==> config.mk <==
export PLATFORM = sky130hd
export DESIGN_NAME = wb_ram512x8_bridge
export DESIGN_NICKNAME = d
export VERILOG_FILES = /design/src/rtl/wb_ram512x8_bridge.sv
export SDC_FILE = /design/constraint.sdc
export NUM_CORES = 1
export LEC_CHECK = 0
export CAP_MARGIN = 20
export CORE_UTILIZATION = 40
export CTS_CLUSTER_SIZE = 16
export DETAILED_ROUTE_END_ITERATION = 12
export PLACE_DENSITY = 0.82
export SETUP_SLACK_MARGIN = 0.02
export SYNTH_ARGS = -nofsm -noshare
export SYNTH_HDL_FRONTEND = slang
export SYNTH_SLANG_ARGS = --single-unit
==> constraint.sdc <==
create_clock -name clk_i -period 2.6 [get_ports clk_i]
set_input_delay 0.52 -clock clk_i [delete_from_list [all_inputs] [get_ports clk_i]]
set_output_delay 0.52 -clock clk_i [all_outputs]
set_load 0.005 [all_outputs]
==> src/rtl/wb_ram512x8_bridge.sv <==
// wb_ram512x8_bridge: Wishbone-classic 32-bit slave that turns each word access
// into four sequential little-endian byte accesses on a ram512x8 SRAM.
module wb_ram512x8_bridge #(
    parameter int RAM_AW = 9
) (
    input  logic              clk_i,
    input  logic              rst_in,
    input  logic              wb_cyc_i,
    input  logic              wb_stb_i,
    input  logic              wb_we_i,
    input  logic [RAM_AW-1:0] wb_adr_i,
    input  logic [3:0]        wb_sel_i,
    input  logic [31:0]       wb_dat_i,
    output logic [31:0]       wb_dat_o,
    output logic              wb_ack_o,
    output logic              ram_cen_o,
    output logic              ram_wen_o,
    output logic [RAM_AW-1:0] ram_adr_o,
    output logic [7:0]        ram_dat_o,
    input  logic [7:0]        ram_dat_i
);
    localparam logic [1:0] IDLE   = 2'd0;
    localparam logic [1:0] ACCESS = 2'd1;
    localparam logic [1:0] DONE   = 2'd2;

    logic [1:0]  state_q, state_d;
    logic [1:0]  cnt_q, cnt_d;
    logic [23:0] buf_q, buf_d;
    logic        unused_adr;

    assign unused_adr = ^wb_adr_i[1:0];

    always_ff @(posedge clk_i or negedge rst_in) begin
        if (!rst_in) begin
            state_q <= IDLE;
            cnt_q   <= 2'd0;
            buf_q   <= 24'd0;
        end else begin
            state_q <= state_d;
            cnt_q   <= cnt_d;
            buf_q   <= buf_d;
        end
    end

    // RAM outputs are purely combinational so an asynchronous reset idles them at once
    always_comb begin
        state_d   = state_q;
        cnt_d     = cnt_q;
        buf_d     = buf_q;
        ram_cen_o = 1'b1;
        ram_wen_o = 1'b0;
        ram_adr_o = '0;
        ram_dat_o = 8'd0;
        wb_ack_o  = 1'b0;
        wb_dat_o  = 32'd0;
        case (state_q)
            IDLE: begin
                if (wb_cyc_i && wb_stb_i) begin
                    state_d = ACCESS;
                    cnt_d   = 2'd0;
                end
            end
            ACCESS: begin
                if (!wb_cyc_i) begin
                    state_d = IDLE;
                end else begin
                    ram_adr_o = {wb_adr_i[RAM_AW-1:2], cnt_q};
                    ram_dat_o = wb_dat_i[8*cnt_q +: 8];
                    ram_cen_o = wb_we_i ? ~wb_sel_i[cnt_q] : 1'b0;
                    ram_wen_o = wb_we_i & wb_sel_i[cnt_q];
                    // RAM data lags its access by one cycle, so byte cnt-1 arrives now
                    if (!wb_we_i && cnt_q != 2'd0)
                        buf_d[8*(cnt_q-2'd1) +: 8] = ram_dat_i;
                    cnt_d   = cnt_q + 2'd1;
                    state_d = (cnt_q == 2'd3) ? DONE : ACCESS;
                end
            end
            DONE: begin
                wb_ack_o = 1'b1;
                wb_dat_o = wb_we_i ? 32'd0 : {ram_dat_i, buf_q};
                state_d  = IDLE;
            end
            default: state_d = IDLE;
        endcase
    end
endmodule

==> results.ini <==
[setup_path]
reg2reg_to=buf_q[18]
r2r_cells=5
path_class=primary input to output port
r2r_slack_ns=0.42
cp-start-kind=primary input
critPathCaptureType=output port
worstPathRequired_ns=2.08
cp_data_arrival_time_ns=2.04
r2r-start=cnt_q[1]
path_max_fanout=1

[cells_and_area]
finalNetCount=363
area_growth_pct=61.67
n_antenna_cell=0
n_fill_cell=376
design_area_um2=3319
layout-drive-gt1-share_pct=14.77

[synthesis]
ys_ff_latch=28
syn_area_um2=2053
synth_common_cells=and3_1, dfrtp_1, and2_1
syn_nets=249
yosys.area_share.simple_pct=25.66
synth_fa_ha_area_share_pct=3.656
synth_edf_count=0
synth-seq-area-share_pct=34.13
synth_top_family_by_area=simple AND/OR/NAND/NOR gates
synth_top_area_share_pct=34.13
ys_types=34
synth_cells=185
syn_area_per_cell_um2=11.10
synth.mux.area_fraction_pct=22.85
synth.most_common_cell=and3_1
ys.flop_type=dfrtp_1
synth_top_area_cell=dfrtp_1
synthTopCellsByArea=dfrtp_1, and3_1, mux4_1
synthArstFlopShare_pct=100.0
synth_xor_xnor_area_share_pct=0.7922
yosys_warnings=0
synth-compound-area-share_pct=7.008

[die]
die_y_um=73.65
core_area_um2=4817
start_util_pct=42.62
row_count=25
die-area_um2=5424
num_io_pins=110
fp.dieW_um=73.65

[min_path]
hold_depth=1
holdCritStartpoint=buf_q[8]
holdPathEnd=buf_q[8]
holdCritPathClass=flop to flop

[global_routing]
antenna_found_initial=0
grt_pass1_wl_um=8763
grt_max_degree=29
first_global_vias=1753
track_usage_pct=21.42
gr-total-overflow=0

[pwr]
powerDensity_nw_per_um2=376.8
power_leakage_nw=1.640
peakVddDrop_mv=0.2579
power_w=0.001251

[sta]
fin_skew_ns=0.002812
max_freq_mhz=390.7
worst_slew_pin_slew_ns=0.5949
slew-limit-headroom_pct=60.15
fin_crit_ns=2.560
finalSetupViolations=0
slew_violations=0
timing.final.crit_share_pct=98.44
grt_setup_unrepaired=false
hold_viol_final=0

[place]
place_area_um2=3234
io_buffers=107
hpwl_um=4335
place_congestion=0.8341

[routing]
postRouteAntennaNets=0
vias=1870
wl_um=5641
dr.pass1.iters=4
via_per_inst=5.123
drtIter0Drc=76
drc=0
wl_per_cell_um=15.45

[clock_network]
cts_tree=yes
clock_insertion_delay_worst_skew_ns=0.28
clk_transition_reported_paths_ns=0.09
cts_sinks=28
htreeDepth=1
clk_path_buf_depth=2
cts-root-buf=clkbuf_8
postCtsHoldBufs=0
cts_buffers=3

[flow_run]
cap_violations=0

[status]
status=finished clean

## worst max-delay path by stage
stage,cells past startpoint,from,slack (ns),end
final,4,wb_dat_i[19],0.04,ram_dat_o[3]
after global routing,4,cnt_q[0],0.009,ram_dat_o[6]
after global placement,4,wb_sel_i[1],-0.02,ram_cen_o
after floorplan,7,cnt_q[1],0.41,buf_q[3]
after CTS,4,cnt_q[0],0.01,ram_dat_o[4]
after detailed placement,4,wb_sel_i[1],-0.05,ram_cen_o
## logic make-up (layout without fill, tap and decap cells)
group | after synthesis | count (layout)
fa+ha+maj | 6 | 6
simple gates | 82 | 82
buf+inv | 22 | 135
compound gates | 18 | 18
xor+xnor | 1 | 1
flops | 28 | 28
mux | 28 | 28
## through the flow
step	setup WS (ns)	hold slack [ns]	setup TNS [ns]	cells	util [%]
final	0.04046	0.4855	0	365	68.91
after floorplan	0.4123	0.2244	0	185	-
after global placement	-0.01815	0.4680	-0.01815	358	67.14
after global routing	0.008753	0.5086	0	365	68.91
after CTS	0.01232	0.4911	0	362	68.29
after detailed placement	-0.05077	0.4694	-0.05077	358	67.14
## registers in the layout, indices dropped and copies added (netlist names)
register	flops
buf_q	24
cnt_q	2
state_q	2
## layout by cell type (no fill, tap or decap)
cell	count
mux2_2	1
mux2_1	8
mux2_4	7
nand4_1	2
a22o_1	1
dfrtp_2	2
a31o_2	7
and3b_1	1
and2_0	1
ha_1	6
nand2_1	1
inv_1	6
xnor2_2	1
nand2b_1	1
mux4_1	8
a21oi_2	1
or3b_1	1
buf_12	1
nor3b_2	1
dlymetal6s2s_1	3
clkdlybuf4s50_1	102
o21ai_0	1
and2_1	18
nor2b_1	3
mux2i_1	3
nor2_1	2
nand3b_1	1
nor4b_2	1
a21boi_0	7
clkbuf_8	4
dfrtp_1	26
dlygate4sd2_1	2
mux4_2	1
buf_4	17
o21bai_1	1
and3_1	49
## area by class of cell
class | count | area, um2 | share of cell area (%)
Inverter | 6 | 22.52 | 0.6785
Timing Repair Buffer | 125 | 1224 | 36.86
Tap cell | 67 | 83.83 | 2.525
Clock buffer | 4 | 55.05 | 1.659
Sequential cell | 28 | 703.2 | 21.18
Multi-Input combinational cell | 135 | 1231 | 37.09
## timing repair
action | in CTS | in global routing
buffers inserted | 0 | 3
cloned | 0 | 0
pin swaps | 0 | 0
setup endpoints to repair | 8 | 7
gates resized for setup | 4 | 3
## worst max-delay path, cell delays in order
cell and delay, ns:
clkdlybuf4s50_1 0.41, mux4_1 0.50, and2_1 0.17, clkdlybuf4s50_1 0.44
## report_power, final
group	switching [W]	total [W]	internal [W]
logic	0.000199	0.000472	0.000273
clock network	0.000138	0.000274	0.000136
registers	0.0000383	0.000505	0.000466
## per-layer routing
layer / up-vias / routed length [um] / track usage (%) / part of all wire, %
li1: 908 / - / - / -
met1: 897 / 2558 / 29.87 / 45
met2: 52 / 2731 / 34.76 / 48
met3: 13 / 245 / 3.567 / 4.3
met4: 0 / 105 / 5.128 / 1.9
met5: - / 0 / 0 / 0
Note: power is estimated with default switching activity, not from simulation.
